`config.mk`:
```
export PLATFORM = sky130hd
export DESIGN_NAME = keccak_pad_axis
export DESIGN_NICKNAME = d
export VERILOG_FILES = /design/src/rtl/keccak_pad_axis.sv
export SDC_FILE = /design/constraint.sdc
export NUM_CORES = 1
export LEC_CHECK = 0
export ABC_AREA = 1
export BUFFER_PORTS_ARGS = -buffer_cell sky130_fd_sc_hd__buf_2
export CORE_MARGIN = 2
export CORE_UTILIZATION = 35
export DETAILED_ROUTE_END_ITERATION = 7
export HOLD_SLACK_MARGIN = 0.08
export PLACE_DENSITY = 0.59
export SYNTH_ARGS = -nofsm -noshare
export SYNTH_HDL_FRONTEND = slang
export SYNTH_SLANG_ARGS = --single-unit
export TNS_END_PERCENT = 100
```
`constraint.sdc`:
```
create_clock -name ACLK -period 1.62 [get_ports ACLK]
set_input_delay 0.162 -clock ACLK [delete_from_list [all_inputs] [get_ports ACLK]]
set_output_delay 0.162 -clock ACLK [all_outputs]
set_load 0.02 [all_outputs]
```
`src/rtl/keccak_pad_axis.sv`:
```
// keccak_pad_axis: AXI-Stream pad10*1 padder for the Keccak/SHA-3 absorb path.
// Message beats pass through unchanged. After the last message byte the padder
// inserts the domain byte, zero-fills to the rate-block boundary and sets bit 7
// of the final block byte. Any padding beats and blocks are generated internally.
module keccak_pad_axis #(
    parameter int DATA_W     = 64,
    parameter int RATE_BYTES = 136
) (
    input  logic                             ACLK,
    input  logic                             ARESETN,
    input  logic [1:0]                       mode,
    input  logic [DATA_W-1:0]                s_axis_tdata,
    input  logic                             s_axis_tvalid,
    output logic                             s_axis_tready,
    input  logic                             s_axis_tlast,
    input  logic [$clog2(DATA_W/8+1)-1:0]    s_axis_tuser,
    output logic [DATA_W-1:0]                m_axis_tdata,
    output logic                             m_axis_tvalid,
    input  logic                             m_axis_tready,
    output logic                             m_axis_tlast
);

    localparam int BYTES = DATA_W / 8;
    localparam int BPB   = RATE_BYTES / BYTES;
    localparam int UW    = $clog2(BYTES + 1);
    localparam int CNT_W = (BPB > 1) ? $clog2(BPB) : 1;

    localparam logic [CNT_W-1:0]  CNT_LAST = CNT_W'(BPB - 1);
    localparam logic [UW-1:0]     N_FULL   = UW'(BYTES);
    localparam logic [DATA_W-1:0] END_BIT  = {8'h80, {(DATA_W-8){1'b0}}};

    typedef enum logic [1:0] {
        PASS,
        DS_PEND,
        FILL
    } state_t;

    state_t            state;
    logic [CNT_W-1:0]  cnt;
    logic [CNT_W-1:0]  cnt_next;
    logic [7:0]        ds_q;
    logic [7:0]        ds_now;
    logic              load;
    logic              accept;
    logic              blk_end;
    logic [UW-1:0]     n_bytes;
    logic              full_last;
    logic [DATA_W-1:0] last_data;
    logic [DATA_W-1:0] pend_data;
    logic [DATA_W-1:0] fill_data;

    assign load          = !m_axis_tvalid || m_axis_tready;
    assign s_axis_tready = (state == PASS) && load && ARESETN;
    assign accept        = s_axis_tvalid && s_axis_tready;
    // cnt is the block position of the next beat loaded into the output register.
    // Beats are never dropped, so this matches the count of output handshakes.
    assign blk_end       = (cnt == CNT_LAST);
    assign cnt_next      = blk_end ? '0 : cnt + 1'b1;

    // Domain-separation byte selected by the current mode input
    always_comb begin
        case (mode)
            2'd0:    ds_now = 8'h06;
            2'd1:    ds_now = 8'h1F;
            default: ds_now = 8'h01;
        endcase
    end

    // Candidate output beats: padded last beat, pending domain beat, fill beat
    always_comb begin
        n_bytes   = (s_axis_tuser >= N_FULL) ? N_FULL : s_axis_tuser;
        full_last = (n_bytes == N_FULL);
        last_data = '0;
        for (int unsigned i = 0; i < BYTES; i++) begin
            if (i < 32'(n_bytes))
                last_data[8*i +: 8] = s_axis_tdata[8*i +: 8];
            else if (i == 32'(n_bytes))
                last_data[8*i +: 8] = ds_now;
        end
        if (blk_end)
            last_data = last_data | END_BIT;
        pend_data = {{(DATA_W-8){1'b0}}, ds_q} | (blk_end ? END_BIT : '0);
        fill_data = blk_end ? END_BIT : '0;
    end

    // Padding FSM with the registered output stage
    always_ff @(posedge ACLK or negedge ARESETN) begin
        if (!ARESETN) begin
            state         <= PASS;
            cnt           <= '0;
            ds_q          <= 8'h06;
            m_axis_tvalid <= 1'b0;
            m_axis_tdata  <= '0;
            m_axis_tlast  <= 1'b0;
        end else if (load) begin
            case (state)
                PASS: begin
                    if (accept) begin
                        m_axis_tvalid <= 1'b1;
                        if (!s_axis_tlast) begin
                            m_axis_tdata <= s_axis_tdata;
                            m_axis_tlast <= 1'b0;
                            cnt          <= cnt_next;
                        end else begin
                            ds_q <= ds_now;
                            if (full_last) begin
                                // No room for the domain byte: it goes into its own beat.
                                m_axis_tdata <= s_axis_tdata;
                                m_axis_tlast <= 1'b0;
                                cnt          <= cnt_next;
                                state        <= DS_PEND;
                            end else begin
                                m_axis_tdata <= last_data;
                                m_axis_tlast <= blk_end;
                                cnt          <= cnt_next;
                                state        <= blk_end ? PASS : FILL;
                            end
                        end
                    end else begin
                        m_axis_tvalid <= 1'b0;
                        m_axis_tlast  <= 1'b0;
                    end
                end
                DS_PEND: begin
                    m_axis_tvalid <= 1'b1;
                    m_axis_tdata  <= pend_data;
                    m_axis_tlast  <= blk_end;
                    cnt           <= cnt_next;
                    state         <= blk_end ? PASS : FILL;
                end
                FILL: begin
                    m_axis_tvalid <= 1'b1;
                    m_axis_tdata  <= fill_data;
                    m_axis_tlast  <= blk_end;
                    cnt           <= cnt_next;
                    state         <= blk_end ? PASS : FILL;
                end
                default: begin
                    state <= PASS;
                end
            endcase
        end
    end

endmodule

```
==> results of run 1 <==
Yosys cell counts, types with 4 or more instances:
cell / instances / area [µm²]
nand4_1: 5 / 31.28
nor2_1: 27 / 101.4
nand3_1: 37 / 185.2
clkbuf_1: 10 / 37.54
nand2_1: 253 / 949.7
buf_2: 4 / 20.02
or2_2: 8 / 50.05
inv_1: 27 / 101.4
dfrtp_1: 75 / 1877
o21ai_0: 39 / 195.2
ha_1: 6 / 75.07
nor3_1: 4 / 20.02
layout by cell type, fill, tap and decap left out:
cell type and instances:
nand3b_1 2, nand2_2 11, a31oi_1 1, o22ai_1 1, buf_2 140, ha_4 1
clkbuf_8 11, buf_12 8, nand2_1 236, clkinv_2 2, nor2_4 2, o21ai_2 3
clkbuf_16 4, inv_2 3, nand3_2 7, inv_4 1, inv_1 24, nor2_2 2
or2_2 8, nand4_1 5, nand3_1 28, dlygate4sd3_1 22, nand3_4 3, dfrtp_1 75
clkbuf_1 2, dfstp_2 1, clkinvlp_4 1, ha_1 5, nor2_1 26, buf_6 3
nor3_1 4, buf_4 23, nand2_4 8, o21ai_1 15, a21oi_1 2, o21ai_0 21
xor2_1 3
timing repair:
action / CTS / global route
hold endpoints to repair: 94 / 2
gates resized for setup: 3 / 60
buffers inserted: 0 / 6
endpoints found under the setup margin: 9 / 67
hold buffers: 20 / 2
pin swaps: 0 / 16
cloned: 0 / 6
cell families (layout without fill, tap and decap cells):
logic type | count (synthesis) | count (layout)
AO/OA/AOI/OAI | 43 | 43
XOR/XNOR | 3 | 3
adder cells (fa/ha/maj) | 6 | 6
buffers and inverters | 45 | 244
flip-flops | 76 | 76
AND/OR/NAND/NOR | 342 | 342
critical path, cell delays in order, from the launching register on:
cell and delay [ns]:
dfrtp_1 0.42, inv_2 0.09, ha_4 0.14, nand2_4 0.05, inv_4 0.05, nand3_4 0.06, nand2_4 0.09, nand2_4 0.08
nor2_4 0.13, buf_12 0.14, clkbuf_16 0.16, nand3_2 0.06, nand2_1 0.07
metal layers:
layer	vias up	GRT usage (%)	routed length [µm]
li1	2009	-	-
met1	1878	26.27	5535
met2	140	31.21	5806
met3	26	4.400	795
met4	0	9.432	375
met5	-	0	0
per-stage QoR:
stage | setup TNS (ns) | total power [mW]
final | 0 | 9.947
after CTS | 0 | 8.962
after detailed placement | -0.06754 | 7.590
after global routing | -1.088 | 10.67
after floorplan | 0 | 5.797
after global placement | 0 | 7.478
flip-flops by register name (all words and copies together), names as in the netlist:
signal,cells
cnt,5
ds_q,3
m_axis_tdata,64
m_axis_tlast,1
m_axis_tvalid,1
state,2
report_power, final:
part	internal (mW)	leakage, nW	switching [mW]	total [mW]
Sequential	2.64	0.982	0.406	3.05
Combinational	2.33	2.16	3.25	5.58
Clock	0.628	0.0893	0.690	1.32
final timing paths:
path | to | cells after the start
worst max-delay path | m_axis_tdata[33] | 12
worst min-delay path | m_axis_tdata[37] | 3
worst max register to register | m_axis_tdata[33] | 12
worst min register to register | m_axis_tdata[26] | 2
max in group asynchronous | m_axis_tdata[59] | 3
min in group asynchronous | m_axis_tdata[39] | 3
final cells by class:
cell class,instances,area share [%]
Clock buffer,13,2.813
Clock inverter,2,0.1772
Inverter,29,2.038
Multi-Input combinational cell,394,33.62
Sequential cell,76,33.69
Tap cell,140,3.101
Timing Repair Buffer,200,24.56
==> results.toml, run 1 <==
[status]
result_of_the_run = "finished, final reports clean"

[worst_setup_path]
rrSetupSlack_ns = 0.01
worstSetupStartpoint = "state[0]"
startpoint_type = "register"
data_arrival_time_at_the_worst_slack_endpoint_ns = 1.91
critical_path.max_fanout = 8
critPathCaptureType = "register"
worst_r2r_startpoint = "state[0]"
critical_path_required_ns = 1.92
path_class = "reg2reg"

[synth]
synth_simple_gate_area_share_pct = 36.80
ys_seq_elements = 76
synth-adder-area-share_pct = 1.968
fraction_of_the_yosys_area_taken_by_sequential_cells_pct = 49.89
synth-warning-count = 0
post_synth_inst_count = 515
synth_area_per_cell_um2 = 7.408
synth_top_flop_cell = "dfrtp_1"
synth_edf_count = 0
synthArstFlopShare_pct = 100.0
postSynthNetCount = 596
synth_top_family_by_area = "simple AND/OR/NAND/NOR gates"
synth_xor_area_share_pct = 0.6888
synth-compound-area-share_pct = 5.707
synth.area.mux_share_pct = 0
synth_area_um2 = 3815
yosys.cell_types.count = 25

[finish]
final-seq-area_um2 = 1903
finished_core_util_pct = 52.57
diodes = 0
multi_input_comb_area_um2 = 1899
layout-area-overhead-vs-synth_pct = 48.08
post_route_cells_drive_above_1_share_pct = 33.89
cell_area_after_layout_um2 = 5649
instances_no_fill = 854
nFillCells = 1074
fin_nets = 791

[global_routing]
antenna_violations_before_repair = 0
overflow = 0
global_route_wire_length_before_repair_um = 17930
via_count_of_the_first_global_routing_pass = 3703
pin_count_of_the_biggest_net_entering_global_routing = 77
gr-usage-all-layers_pct = 19.96

[route]
initial_drt_pass_iterations = 4
route.antenna.remaining_nets = 0
total_wirelength_of_the_detailed_routed_design_um = 12510
vias = 4053
initialDrtViolationCount = 210
routedWlPerCell_um = 14.65
drcViolationCount = 0
avgViaCountPerCell = 4.746

[die]
ios = 142
fp.dieH_um = 108.4
die-width_um = 108.4
coreArea_um2 = 10750
std_cell_rows = 38
start_util_pct = 35.50
die_area_um2 = 11750

[sta]
timing_max_transition_violations_final = 0
final.period_utilization_pct = 99.17
hold_ws_ns = 0.08725
max_slew.worst_pin.slew_ns = 0.4531
layout_setup_ws_ns = 0.01340
rsz_0062_raised_after_global_routing = "true"
post-route-min-period_ns = 1.607
hold_viol_final = 0
worst_slew_margin_rel_pct = 69.79
clock_skew_ns = 0.01116
final-setup-viol-count = 0
max_clk_rate_ghz = 0.6224

[clocking]
cts_tree = "built"
cts_inserted_buffers = 9
insertion_delay_ns = 0.37
clock_path_buffers = 2
clock_tree.root_cell = "clkbuf_8"
clk_pin_slew_ns = 0.08
cts.sinks = 76
cts.htree.levels = 3

[place]
post-place-cells = 805
place.gp.congestion = 0.8854
place.port_buffers = 141
detailedPlacementHpwl_um = 8535
dpl_cell_area_um2 = 4911
place_ws_ns = -0.05218

[power_and_ir_drop]
power.density_nw_per_um2 = 1761
vdd_drop_max_mv = 0.7429
p_leak_nw = 3.228

[hold_path]
worstHoldPathType = "in2reg"
hold_path_startpoint = "s_axis_tdata[37]"

[flow_run]
cap_violations = 0
No activity file was read; power rests on OpenSTA's default activity.
==> inputs of run 2 (changes only) <==
- CELL_PAD_IN_SITES_DETAIL_PLACEMENT: unset -> 1
- CELL_PAD_IN_SITES_GLOBAL_PLACEMENT: unset -> 2
- CORE_UTILIZATION: 35 -> 24
- MAX_ROUTING_LAYER: unset -> met4
- PLACE_DENSITY: 0.59 -> 0.73
==> run 2 against run 1 <==
  * The flow now finishes with violations (setup timing)
  * Final cell count up 7.6%
  * Cell area decreased by 0.62%
  * Register-to-register slack worse by 0.04 ns
  * Sequential share of layout area up 0.21 points
  * Highest routed layer unchanged
  * Hold slack worse by 0.0062 ns
  * Combinational power fell by 7.3%
  * First-iteration DRC count shrank 47%
  * Clock skew down 0.0055 ns
  * Flip-flop and latch count unchanged
  * Sequential power is essentially flat
==> results.toml, run 2 (synthesis gave the netlist of run 1 again) <==
[worst_setup_path]
timing.critical_path.depth = 12
data_arrival_time_at_the_worst_slack_endpoint_ns = 1.93
worstSetupStartpoint = "state[1]"
reg2reg_to = "m_axis_tdata[12]"
worstPathCellList = "inv_2 -> ha_4 -> nand2_4 -> inv_2 -> nand3_4 -> nand2_8 -> nand2_8 -> nor2_4 -> buf_6 -> clkbuf_16 -> nand2_1 -> nand2_1"
path_delay_family = "simple AND/OR/NAND/NOR gates"
critical-path-slowest-cell = "dfrtp_1"
timing.reg2reg.worst_path_depth = 12
worst_path_largest_cell_delay_ns = 0.43
critical_path_required_ns = 1.90
timing.critical_path.buf_inv = 4
path_class = "reg2reg"
startpoint_type = "register"
rrSetupSlack_ns = -0.03
worst_r2r_startpoint = "state[1]"
critical_path.max_fanout = 5
critPathCaptureType = "register"

[die]
die-width_um = 130.1
die_area_um2 = 16920
ios = 142
std_cell_rows = 46
start_util_pct = 24.28
fp.dieH_um = 130.1
coreArea_um2 = 15710

[finish]
multi_input_comb_area_um2 = 1838
largest_register_ff_count = 64
diodes = 0
layout-area-overhead-vs-synth_pct = 47.16
biggestRegsByFlops = "m_axis_tdata: 64 flops, cnt: 5 flops, ds_q: 3 flops"
fin_nets = 779
leading_cell_types_in_the_layout_fill_and_taps_excluded = "nand2_1, buf_2, dfrtp_1"
post_route_cells_drive_above_1_share_pct = 33.43
largest_register = "m_axis_tdata"
most_frequent_standard_cell_in_the_layout_excluding_fill_and_tap_cells = "nand2_1"
nFillCells = 1949
final-seq-area_um2 = 1903

[route]
route.antenna.remaining_nets = 0
routedWlPerCell_um = 15.40
total_wirelength_of_the_detailed_routed_design_um = 14150
initial_drt_pass_iterations = 4
vias = 4039
drcViolationCount = 0
initialDrtViolationCount = 111
avgViaCountPerCell = 4.395

[clocking]
cts.htree.levels = 3
clock_tree.root_cell = "clkbuf_16"
insertion_delay_ns = 0.34
cts_tree = "built"
cts.sinks = 76
clock_path_buffers = 2
clk_pin_slew_ns = 0.06
cts_inserted_buffers = 9

[global_routing]
gr-usage-all-layers_pct = 17.58
overflow = 0
via_count_of_the_first_global_routing_pass = 4297
antenna_violations_before_repair = 0
global_route_wire_length_before_repair_um = 22030
pin_count_of_the_biggest_net_entering_global_routing = 77

[sta]
post-route-min-period_ns = 1.647
worst_slew_margin_rel_pct = 30.92
hold_viol_final = 0
hold_ws_ns = 0.08109
final.period_utilization_pct = 101.6
timing_max_transition_violations_final = 0
rsz_0062_raised_after_global_routing = "true"
layout_setup_ws_ns = -0.02670
final-setup-viol-count = 10
max_clk_rate_ghz = 0.6073
clock_skew_ns = 0.005686
max_slew.worst_pin.slew_ns = 1.036

[place]
place.port_buffers = 141
detailedPlacementHpwl_um = 10440
place.gp.congestion = 0.7957
place_ws_ns = -0.04601

[power_and_ir_drop]
power.switching_mw = 4.433
vdd_drop_max_mv = 0.6433
power.density_nw_per_um2 = 1911
power_switching_share_pct = 41.32
power.combinational.fraction_pct = 48.2
power.sequential.fraction_pct = 28.4
clock_power_share_pct = 23.4
p_leak_nw = 3.200
internal_power_mw = 6.294

[hold_path]
worstHoldEndpoint = "m_axis_tdata[61]"
hold_path_startpoint = "s_axis_tdata[61]"
worstHoldPathType = "in2reg"
worstHoldPathCells = 3

[flow_run]
cap_violations = 0

[status]
result_of_the_run = "finished, violations left"
violations = "setup timing"
## run 2: cell types whose count changed in the layout (fill, tap and decap cells not counted), sizes merged
cell,delta
buf,+9
bufinv,+4
clkbuf,-7
clkinv,+1
dlygate4sd3,-19
nand2,+1
## run 2: worst reg2reg max path, delay by kind of cell (launching register included)
kind / cells / cell delay [ns]
simple gates: 7 / 0.57
fa+ha+maj: 1 / 0.14
buf+inv: 4 / 0.45
flops: 1 / 0.43
## run 2: power groups by stage
stage          clock network, mW  registers, mW  logic, mW
2_1_floorplan                  0           3.75       2.05
3_3_place_gp                   0           3.05       4.46
3_5_place_dp                   0           3.07       4.62
4_1_cts                     2.57           3.05       4.97
5_1_grt                     2.67           3.15       5.77
6_report                    2.51           3.04       5.17
## run 2: repair_timing
action / in CTS / in global routing
gates cloned: 1 / 2
gates resized for setup: 4 / 28
hold buffers: 3 / 0
endpoints found under the hold margin: 3 / 0
setup endpoints to repair: 34 / 68
buffers inserted: 7 / 6
pin swaps: 1 / 8
## run 2: how the worst max path moves through the flow
| stage | end | slack, ns |
|---|---|---|
| 6_report | m_axis_tdata[12] | -0.03 |
| 5_1_grt | m_axis_tdata[12] | -0.12 |
| 4_1_cts | m_axis_tdata[34] | -0.04 |
| 3_5_place_dp | m_axis_tdata[50] | -0.05 |
| 3_3_place_gp | m_axis_tdata[49] | 0.05 |
| 2_1_floorplan | m_axis_tdata[10] | 0.02 |
## run 2: stage by stage
| stage | util (%) | setup TNS [ns] | power, mW | cells | area [µm²] |
|---|---|---|---|---|---|
| detailed placement | 31.78 | -0.1673 | 7.686 | 886 | 4994 |
| CTS | 34.92 | -0.6329 | 10.60 | 913 | 5487 |
| floorplan | - | 0 | 5.797 | 515 | 3832 |
| finish | 35.73 | -0.1784 | 10.73 | 919 | 5614 |
| global route | 35.73 | -3.908 | 11.59 | 919 | 5614 |
| global placement | 31.78 | 0 | 7.511 | 886 | 4994 |
## run 2: area by class of cell
class                      count  share of cell area, %
sequential                    76                  33.90
timing repair buffer         187                  20.06
inverter                      29                  2.006
multi-input combinational    395                  32.74
clock buffer                   9                  4.012
clock inverter                 7                  2.474
tap                          216                  4.814
## run 2: routing by layer
metal | wire [µm] | vias up | global-route usage (%) | part of all wire [%]
met5 | 0 | - | - | 0
met4 | 145 | 0 | 5.376 | 1.0
met3 | 679 | 12 | 3.772 | 4.8
met2 | 7068 | 90 | 29.20 | 50
met1 | 6260 | 1947 | 21.50 | 44
li1 | - | 1990 | - | -
